==> config.mk <==
export PLATFORM = sky130hd
export DESIGN_NAME = instr_fetch
export DESIGN_NICKNAME = d
export VERILOG_FILES = /design/src/rtl/instr_fetch.sv
export SDC_FILE = /design/constraint.sdc
export NUM_CORES = 1
export LEC_CHECK = 0
export CAP_MARGIN = 20
export CORE_MARGIN = 4
export CORE_UTILIZATION = 45
export CTS_CLUSTER_DIAMETER = 80
export CTS_CLUSTER_SIZE = 20
export DETAILED_ROUTE_END_ITERATION = 8
export GPL_TIMING_DRIVEN = 1
export MAX_ROUTING_LAYER = met4
export PLACE_DENSITY = 0.7
export SKIP_CTS_REPAIR_TIMING = 1
export SLEW_MARGIN = 20
export SYNTH_ARGS = -nofsm -noshare
export SYNTH_HDL_FRONTEND = slang
export SYNTH_SLANG_ARGS = --single-unit
==> constraint.sdc <==
create_clock -name clk_in -period 6 [get_ports clk_in]
set_input_delay 0.6 -clock clk_in [delete_from_list [all_inputs] [get_ports clk_in]]
set_output_delay 0.6 -clock clk_in [all_outputs]
set_load 0.01 [all_outputs]
==> src/rtl/instr_fetch.sv <==
// Instruction fetch stage: PC generation with static branch prediction
// and a circular instruction queue toward the decoder.
module instr_fetch #(
  parameter int unsigned IQ_DEPTH = 4,
  parameter logic [31:0] RESET_PC = 32'h0
) (
  input  logic        clk_in,
  input  logic        rst_n_in,
  input  logic        rdy_in,
  input  logic        clear_signal,
  input  logic [31:0] clear_pc,
  output logic        fetch_signal,
  output logic [31:0] fetch_addr,
  input  logic        fetch_done,
  input  logic [31:0] fetch_instr,
  output logic        iq_valid,
  output logic [31:0] iq_instr,
  output logic [31:0] iq_pc,
  output logic        iq_pred_jump,
  input  logic        iq_ready
);

  localparam int unsigned PW = $clog2(IQ_DEPTH);
  localparam int unsigned CW = PW + 1;
  localparam logic [CW-1:0] DEPTH_C = CW'(IQ_DEPTH);

  typedef enum logic {FETCH, STALL} state_t;

  typedef struct packed {
    logic [31:0] instr;
    logic [31:0] pc;
    logic        pred;
  } iq_entry_t;

  state_t          state, state_nxt;
  logic [31:0]     pc;
  logic [CW-1:0]   count;
  logic [PW-1:0]   head, tail;
  iq_entry_t       iq_mem [IQ_DEPTH];

  logic [31:0]     next_pc;
  logic [31:0]     imm_j, imm_b;
  logic            pred;
  logic            is_jalr;
  logic            accept;
  logic            pop;
  iq_entry_t       head_entry;

  assign fetch_addr = pc;
  assign accept = rdy_in & ~clear_signal & fetch_signal & fetch_done;
  assign pop    = rdy_in & ~clear_signal & iq_valid & iq_ready;

  // Static prediction: JAL and backward branches are taken, JALR waits for a redirect.
  always_comb begin
    imm_j   = {{11{fetch_instr[31]}}, fetch_instr[31], fetch_instr[19:12],
               fetch_instr[20], fetch_instr[30:21], 1'b0};
    imm_b   = {{19{fetch_instr[31]}}, fetch_instr[31], fetch_instr[7],
               fetch_instr[30:25], fetch_instr[11:8], 1'b0};
    next_pc = pc + 32'd4;
    pred    = 1'b0;
    is_jalr = 1'b0;
    case (fetch_instr[6:0])
      7'b1101111: begin
        next_pc = pc + imm_j;
        pred    = 1'b1;
      end
      7'b1100011: begin
        if (fetch_instr[31]) begin
          next_pc = pc + imm_b;
          pred    = 1'b1;
        end
      end
      7'b1100111: is_jalr = 1'b1;
      default: ;
    endcase
  end

  always_ff @(posedge clk_in or negedge rst_n_in) begin
    if (!rst_n_in) state <= FETCH;
    else           state <= state_nxt;
  end

  always_comb begin
    state_nxt = state;
    if (rdy_in && clear_signal)  state_nxt = FETCH;
    else if (accept && is_jalr)  state_nxt = STALL;
  end

  always_comb begin
    head_entry   = iq_mem[head];
    fetch_signal = (state == FETCH) && (count < DEPTH_C);
    iq_valid     = (count != '0);
    iq_instr     = head_entry.instr;
    iq_pc        = head_entry.pc;
    iq_pred_jump = head_entry.pred;
  end

  always_ff @(posedge clk_in or negedge rst_n_in) begin
    if (!rst_n_in) begin
      pc    <= RESET_PC;
      count <= '0;
      head  <= '0;
      tail  <= '0;
    end else if (rdy_in) begin
      if (clear_signal) begin
        pc    <= clear_pc;
        count <= '0;
        head  <= '0;
        tail  <= '0;
      end else begin
        if (accept) begin
          pc   <= next_pc;
          tail <= tail + PW'(1);
        end
        if (pop) head <= head + PW'(1);
        case ({accept, pop})
          2'b10:   count <= count + CW'(1);
          2'b01:   count <= count - CW'(1);
          default: ;
        endcase
      end
    end
  end

  // Queue storage is not reset; validity is tracked by count alone.
  always_ff @(posedge clk_in) begin
    if (accept) iq_mem[tail] <= {fetch_instr, pc, pred};
  end

endmodule

; ---- Word level (Yosys, flattened, before mapping)
; Memory sizes are Yosys's and may differ from the RTL's.
; Cells that the tools add are included.
[op_classes]
add_sub_neg = 7
magnitude_cmp = 1
n_eq_ne = 5
mux = 17
bitwise_logic = 7
n_reduce_logical = 11
[op_table]
columns = operator, count
row1 = 2-to-1 mux 32 bit, 3
row2 = adder 32 bit, 2
row3 = one-hot mux 32 bit (2 select lines), 1
row4 = "adder 32 x 3 -> 32 bit, second input constant", 1
row5 = "== test 7 bit, second input constant", 3
row6 = 2-to-1 mux 2 bit, 4
row7 = 2-to-1 mux 1 bit, 6
row8 = one-hot mux 3 bit (2 select lines), 1
row9 = AND reduction 2 bit, 3
row10 = nonzero test 2 bit, 3
row11 = nonzero test 3 bit, 2
row12 = AND 1 bit, 5
row13 = "adder 2 x 1 -> 2 bit, second input constant", 2
row14 = "adder 3 x 1 -> 3 bit, second input constant", 1
row15 = logical AND 1 bit, 3
row16 = "< comparator 3 bit, second input constant", 1
row17 = 2-to-1 mux 3 bit, 1
row18 = "subtractor 3 x 1 -> 3 bit, second input constant", 1
row19 = "== test 2 x 1 -> 1 bit, second input constant", 1
row20 = "== test 2 bit, second input constant", 1
row21 = inverter 1 bit, 2
row22 = one-hot mux 1 bit (2 select lines), 1
[totals]
regBits = 40
ram_bits = 260
in_bits = 70
output_inout_bits = 99
elab_cells = 54
n_memories = 1
[mem_list]
columns = memory, depth, width, rd, rd_clocked_by_memory_dff, wr, line_no
row1 = iq_mem, 4, 65, 1, 0, 1, 39  ; iq_entry_t iq_mem [IQ_DEPTH];

; ---- Longest topological paths before layout
; Gate-level depths: netlist (run 1).
[depth]
ltp_word = 7
mapped_depth = 11
mapped_depth_nobuf = 11

; ---- Worst setup path after synthesis (run 1)
; No wires, ideal clock.
[synth_path]
path_type = input port to flip-flop
from = in rdy_in
to = mem iq_mem[0][0] (netlist name), enable pin
arrival_ps = 3030
required_ps = 5570
setup_slack_ps = 2540
stages = 5
path_buffers = 2
path_cell_list = nor2b_1 and3_1 clkbuf_1 clkbuf_1 and2_1
[synth_via]
elab_chain_cells = 5
[synth_lines]
columns = element, line_no
row1 = from (decl), 9  ; input logic rdy_in,
row2 = AND 1 bit (3 in series), 50  ; assign accept = rdy_in & ~clear_signal & fetch_signal & fetch_done;
row3 = 2-to-1 mux 1 bit, 127  ; if (accept) iq_mem[tail] <= {fetch_instr, pc, pred};
row4 = 2-to-1 mux 1 bit (implied by the code), 127
row5 = to (decl), 39
; No other way between the ends.

; ---- Worst setup path in the final report (run 1)
[layout_path]
from = reg head[0]
to = out iq_instr[18]
[layout_via]
elab_chain_cells = 1
[layout_lines]
columns = element, line_no
row1 = from (decl), 38  ; logic [PW-1:0] head, tail;
row2 = from (signal assigned), 115  ; if (pop) head <= head + PW'(1);
row3 = memory read (4 x 65 bit), n/a
row4 = to (decl), 17  ; output logic [31:0] iq_instr,
; No other way between the ends.

==> results of run 1 <==
[Yosys cell counts (23+ instances only)]
cell type and n:
sky130_fd_sc_hd__mux4_2 65, sky130_fd_sc_hd__o21ai_0 81, sky130_fd_sc_hd__xnor2_1 38, sky130_fd_sc_hd__clkbuf_1 40, sky130_fd_sc_hd__edfxtp_1 260, sky130_fd_sc_hd__ha_1 48, sky130_fd_sc_hd__nor2_1 56, sky130_fd_sc_hd__nand2_1 81
sky130_fd_sc_hd__inv_1 23, sky130_fd_sc_hd__dfrtp_1 40, sky130_fd_sc_hd__nand3_1 29, sky130_fd_sc_hd__a21oi_1 80
[worst max-delay path by stage]
stage,endpoint,slack [ns],depth (start not counted)
floorplan,iq_mem[0][0]$_DFFE_PP_,2.54,5
global placement,iq_mem[1][32]$_DFFE_PP_,1.84,5
detailed placement,iq_mem[1][28]$_DFFE_PP_,1.80,5
CTS,iq_instr[19],2.01,3
global route,iq_instr[19],1.83,3
finish,iq_instr[18],2.14,3
[power breakdown]
part           switching [W]  internal (W)  leakage (nW)
sequential          0.000335       0.00246          2.82
combinational        0.00120       0.00128          2.85
clock               0.000675      0.000674         0.285
total                0.00221       0.00442          5.95
[state kept, by name (all words and copies together), names as in the netlist]
register,cells
iq_mem,260
fetch_addr,32
tail,2
count,3
head,2
state,1
[layer usage]
| layer | up-vias | track usage (%) |
|---|---|---|
| li1 | 4638 | - |
| met4 | 0 | 5.51 |
| met1 | 5058 | 28.8 |
| met2 | 413 | 36.1 |
| met3 | 67 | 2.88 |
| met5 | - | - |
[final cells by class]
class / instances / area [um^2]
well taps: 442 / 553
repair buffers: 184 / 1830
clock buffers: 31 / 542
fillers: 2732 / 14900
multi-input cells: 729 / 5760
clock inverters: 3 / 55.1
inverters: 23 / 86.3
flip-flops and latches: 300 / 8810
[cells by family after synthesis]
kind of cell,Yosys count
fa+ha+maj,51
buf+inv,76
compound gates,303
flops,300
mux,71
xor+xnor,57
simple gates,247
[worst max-delay path: stages, from the launching register on]
cell and delay [ns]:
sky130_fd_sc_hd__dfrtp_4 1.05, sky130_fd_sc_hd__buf_4 0.55, sky130_fd_sc_hd__mux4_2 0.59, sky130_fd_sc_hd__clkdlybuf4s50_1 0.51
[through the flow]
step / instance area [um^2] / setup slack [ns] / util [%]
after detailed placement: 17000 / 1.80 / 52.3
after global routing: 17600 / 1.83 / 54.2
after floorplan: 14900 / 2.54 / -
after CTS: 17600 / 2.01 / 54.2
final: 17600 / 2.14 / 54.2
after global placement: 17000 / 1.84 / 52.3
==> run_results.csv, run 1 <==
group,metric,value,unit
outcome,run_status,"finished, final reports clean",
clock_network,cts_tree,"yes",
clock_network,clkTransAtPathRegs,0.09,ns
grt,grt_pass1_wl,59500,um
final_layout,fin_nets,1378,
critical_path,worst_setup_path_start_kind,"register",
synthesis,synth.mux.area_fraction,10.3,%
route,drc,0,
synthesis,synth_seq_cells,300,
route,initialDrtViolationCount,871,
synthesis,synth.distinct_cells,68,
final_layout,areaGrowthSynthToFinish,18.8,%
clock_network,clock_tree.htree_level_count,1,
power_and_ir_drop,leakage,5.95,nW
place,globalplace.congestion,0.934,
route,num_vias,10200,
power_and_ir_drop,pwr_density_cell,376,nW/um^2
route,met2_wirelength,19100,um
floorplan,fp.dieW,190,um
final_layout,insertedDiodeCount,0,
place,dp.final_hpwl,26400,um
min_path,hold_class,"in2async",
power_and_ir_drop,worst_ir_drop_vdd,0.193,mV
sta,hold_ws,0.161,ns
place,place_inst,1677,
sta,fin_crit,3.86,ns
synthesis,net_count_after_synthesis,1226,
grt,global_route.usage.total,21.7,%
floorplan,floorplan.initialDensity,45.6,%
floorplan,chipHeight,190,um
route,detail_route.wirelength,38700,um
synthesis,post_synth_adder_cell_area,4.45,%
floorplan,core_area,32500,um^2
grt,grt-ovfl-total,0,
sta,layout_worst_path_cycle_share,64.3,%
critical_path,critical_path_required,5.40,ns
synthesis,synth-seq-area-share,59.3,%
clock_network,cts-buffers-inserted,19,
sta,clock_skew,0.0151,ns
power_and_ir_drop,total_power,0.00663,W
critical_path,worstPathMaxFanout,47,
clock_network,clk_latency_worst_skew_pair,0.52,ns
floorplan,io-pin-count,169,
synthesis,compound_gate_fraction_of_synth_area,12.8,%
synthesis,yosys.area_share.simple,7.82,%
critical_path,timing.critical_path.from,"head[0]$_DFFE_PN0P_",
final_layout,final_layout_size_suffix_gt1_share,9.61,%
synthesis,syn_area_per_cell,13.4,um^2
synthesis,share_of_flip_flops_with_an_asynchronous_set_or_reset,13.3,%
sta,worst_pin_slew,1.02,ns
sta,timing_hold_violations_final,0,
synthesis,postSynth.topFlopCell,"sky130_fd_sc_hd__edfxtp_1",
sta,rsz_0062_raised_after_global_routing,"no",
sta,final_slew_viol_count,0,
grt,number_of_antenna_violations_at_the_first_check_in_global_routing,0,
synthesis,synthesis.instances,1105,
synthesis,post_synth_xor_area_fraction,3.36,%
synthesis,post-synth-top-area-cell,"sky130_fd_sc_hd__edfxtp_1",
critical_path,reg2reg_slack,2.52,ns
synthesis,largest_family_of_logic_cells_by_synthesized_area,"compound AO/OA/AOI/OAI gates",
job,cap_violations,0,
clock_network,root_buffer,"sky130_fd_sc_hd__clkbuf_16",
critical_path,cp-end-kind,"output port",
final_layout,most-common-layout-cells,"260 x sky130_fd_sc_hd__edfxtp_1, 167 x sky130_fd_sc_hd__clkdlybuf4s50_1, 81 x sky130_fd_sc_hd__nand2_1, 81 x sky130_fd_sc_hd__o21ai_0, 80 x sky130_fd_sc_hd__a21oi_1",
clock_network,clock-sinks,300,
route,routed_wire_length_per_instance,22.6,um
route,ant_nets,0,
synthesis,netlist.area_leader.share,52.6,%
sta,max_slew_margin,32.1,%
critical_path,r2r_start,"fetch_addr[15]$_DFFE_PN0P_",
synthesis,synth-edff-count,260,
grt,first_global_vias,10200,
critical_path,r2r.worst_path.cells,9,
route,wl_met3,2590,um
synthesis,yosys_warnings,0,
critical_path,arrival,3.26,ns
place,port-buffer-count,168,
sta,fmaxAchievable,259,MHz
route,met1_layer_wirelength_in_the_final_routing,16100,um
grt,pin_count_of_the_biggest_net_entering_global_routing,66,
clock_network,cts_max_path_bufs,3,
route,top_layer,"met4",
sta,setup_tns,0,ns
synthesis,netlist_area,14900,um^2
route,via_per_inst,5.94,
floorplan,core.rowCount,66,
synthesis,synth.top_cells.by_area,"sky130_fd_sc_hd__edfxtp_1 53%, sky130_fd_sc_hd__mux4_2 9.9%, sky130_fd_sc_hd__dfrtp_1 6.7%, sky130_fd_sc_hd__ha_1 4.0%, sky130_fd_sc_hd__o21ai_0 2.7%",
critical_path,crit-reg2reg-capture,"fetch_addr[24]$_DFFE_PN0P_",
route,tritonroute_pass_1_iters,5,
final_layout,layout.cells.most_common,"sky130_fd_sc_hd__edfxtp_1",
floorplan,die_area,36000,um^2
final_layout,finish.cell_count_without_fillers,1712,
critical_path,timing_worst_setup_path_type,"reg2out",
sta,setup_viol_count_final,0,
Power figures use the tool's default switching activity.
==> run 2, diff against run 1 <==
- clock period: 6 -> 3.75 ns (I/O delays scaled with it)
==> run 2 against run 1 <==
Register-to-register slack lost 2.0 ns. Combinational power rose by 71%. Flip-flop and latch count stayed put. Design area rose by 1.7%. Clock power up 57%. Setup slack lost 1.7 ns. Global-route usage up 0.19 points. Highest routed layer unchanged. Clock skew decreased by 0.0030 ns. Core utilization increased by 0.94 points. First-iteration DRC count fell by 2.1%. Count of clock-buffer cells in the layout shrank 1. Worst hold slack gained 0.24 ns.
==> run_results.csv, run 2 (same netlist as run 1, synthesis figures left out) <==
group,metric,value,unit
grt,pin_count_of_the_biggest_net_entering_global_routing,66,
grt,number_of_antenna_violations_at_the_first_check_in_global_routing,1,
critical_path,crit_family,"compound AO/OA/AOI/OAI gates",
floorplan,io-pin-count,169,
clock_network,clock_tree.htree_level_count,1,
sta,layout_worst_path_cycle_share,86.9,%
final_layout,final_layout_size_suffix_gt1_share,11.9,%
place,placed_cell_area,17400,um^2
route,initialDrtViolationCount,853,
clock_network,clkTransAtPathRegs,0.09,ns
floorplan,die_area,36000,um^2
critical_path,cpPeakStageDelay,0.69,ns
sta,worst_pin_slew,0.786,ns
power_and_ir_drop,pwr_density_cell,596,nW/um^2
route,routed_wire_length_per_instance,22.3,um
sta,max_slew_margin,47.5,%
sta,clock_skew,0.0121,ns
route,via_per_inst,5.87,
power_and_ir_drop,worst_ir_drop_vdd,0.277,mV
route,drc,0,
sta,final_slew_viol_count,0,
clock_network,cts_tree,"yes",
route,ant_nets,0,
floorplan,fp.dieW,190,um
grt,grt_pass1_wl,60000,um
sta,hold_ws,0.405,ns
floorplan,core_area,32500,um^2
grt,first_global_vias,10200,
floorplan,core.rowCount,66,
final_layout,finalCoreUtilization,55.2,%
job,cap_violations,0,
clock_network,cts_max_path_bufs,3,
critical_path,path_depth,9,
sta,setup_tns,0,ns
place,port-buffer-count,168,
critical_path,cp.buffers_inverters,0,
outcome,run_status,"finished, final reports clean",
route,num_vias,10300,
sta,setup_viol_count_final,0,
power_and_ir_drop,leakage,6.13,nW
critical_path,worstPathMaxFanout,12,
sta,fmaxAchievable,307,MHz
clock_network,cts-buffers-inserted,19,
grt,grt-ovfl-total,0,
sta,timing_hold_violations_final,0,
critical_path,critical_path_required,4.15,ns
final_layout,fin_nets,1414,
route,detail_route.wirelength,39000,um
critical_path,worst_setup_path_start_kind,"register",
clock_network,clk_latency_worst_skew_pair,0.51,ns
grt,global_route.usage.total,21.9,%
critical_path,timing_worst_setup_path_type,"reg2reg",
place,dp.final_hpwl,27300,um
critical_path,worstPathCellList,"ha_1 > a211oi_1 > nor2_1 > a311oi_1 > nand2_1 > a31oi_1 > mux2i_1 > o221ai_1 > a21boi_2",
critical_path,r2r.worst_path.cells,9,
sta,rsz_0062_raised_after_global_routing,"no",
final_layout,final_area,17900,um^2
clock_network,clock-sinks,300,
critical_path,cpMaxStageDelayCell,"sky130_fd_sc_hd__dfrtp_1",
route,tritonroute_pass_1_iters,5,
place,globalplace.congestion,0.913,
clock_network,root_buffer,"sky130_fd_sc_hd__clkbuf_16",
final_layout,most-common-layout-cells,"260 x sky130_fd_sc_hd__edfxtp_1, 167 x sky130_fd_sc_hd__clkdlybuf4s50_1, 81 x sky130_fd_sc_hd__nand2_1, 81 x sky130_fd_sc_hd__o21ai_0, 80 x sky130_fd_sc_hd__a21oi_1",
critical_path,arrival,3.66,ns
min_path,hold_class,"in2async",
final_layout,largest_reg_flops,260,
critical_path,cp-end-kind,"register",
floorplan,floorplan.initialDensity,45.6,%
floorplan,chipHeight,190,um
sta,fin_crit,3.26,ns
final_layout,largest_register_by_flop_count,"iq_mem",
final_layout,layout.cells.most_common,"sky130_fd_sc_hd__edfxtp_1",
final_layout,areaGrowthSynthToFinish,20.8,%
-- run 2: cell types whose count changed in the layout (fill, tap and decap cells not counted) --
cell,delta
sky130_fd_sc_hd__buf_4,+31
sky130_fd_sc_hd__buf_12,+4
sky130_fd_sc_hd__clkbuf_16,-1
sky130_fd_sc_hd__clkinv_2,+1
sky130_fd_sc_hd__diode_2,+1
sky130_fd_sc_hd__dlygate4sd3_1,+1
sky130_fd_sc_hd__inv_1,+1
sky130_fd_sc_hd__inv_2,-1
-- run 2: report_power, final --
part           switching (W)  leakage (nW)  internal (W)
Clock                0.00108         0.277       0.00104
Combinational        0.00209          3.04       0.00216
Sequential          0.000391          2.82       0.00394
-- run 2: metrics by stage --
| stage | std cells | setup WS, ns | total power, W |
|---|---|---|---|
| floorplan | 1105 | 0.340 | 0.00676 |
| global placement | 1713 | 0.235 | 0.00864 |
| detailed placement | 1713 | 0.195 | 0.00867 |
| CTS | 1747 | 0.532 | 0.0108 |
| global route | 1749 | 0.315 | 0.0113 |
| finish | 1749 | 0.491 | 0.0107 |
-- run 2: path summary, 6_finish.rpt --
check                      slack [ns]                        from                          to
setup / recovery                 0.49  fetch_addr[15]$_DFFE_PN0P_  fetch_addr[24]$_DFFE_PN0P_
hold reg to reg                  0.56           state$_DFFE_PN0P_           state$_DFFE_PN0P_
min in group clk_in              0.42                 clear_pc[0]   fetch_addr[0]$_DFFE_PN0P_
setup reg to reg                 0.49  fetch_addr[15]$_DFFE_PN0P_  fetch_addr[24]$_DFFE_PN0P_
hold / removal                   0.40                    rst_n_in  fetch_addr[17]$_DFFE_PN0P_
max in group asynchronous        2.57                    rst_n_in         head[0]$_DFFE_PN0P_
-- run 2: area by class of cell --
type                       count  area (um^2)
clock inverter                 4         60.1
antenna                        1         2.50
inverter                      23         86.3
tap                          442          553
clock buffer                  30          517
sequential                   300         8810
fill                        2707        14600
timing repair buffer         220         2160
multi-input combinational    729         5760
-- run 2: metal layers --
layer,wire length [um],global-route usage (%),up-vias
li1,-,-,4715
met1,16700,30.0,5126
met2,19100,35.5,349
met3,2220,2.51,69
met4,972,5.82,0
met5,0,-,-
-- run 2: worst reg2reg max path, cell delays in order (launching register included) --
cell	delay [ns]
sky130_fd_sc_hd__dfrtp_1	0.69
sky130_fd_sc_hd__ha_1	0.43
sky130_fd_sc_hd__a211oi_1	0.27
sky130_fd_sc_hd__nor2_1	0.08
sky130_fd_sc_hd__a311oi_1	0.48
sky130_fd_sc_hd__nand2_1	0.17
sky130_fd_sc_hd__a31oi_1	0.46
sky130_fd_sc_hd__mux2i_1	0.27
sky130_fd_sc_hd__o221ai_1	0.14
sky130_fd_sc_hd__a21boi_2	0.18
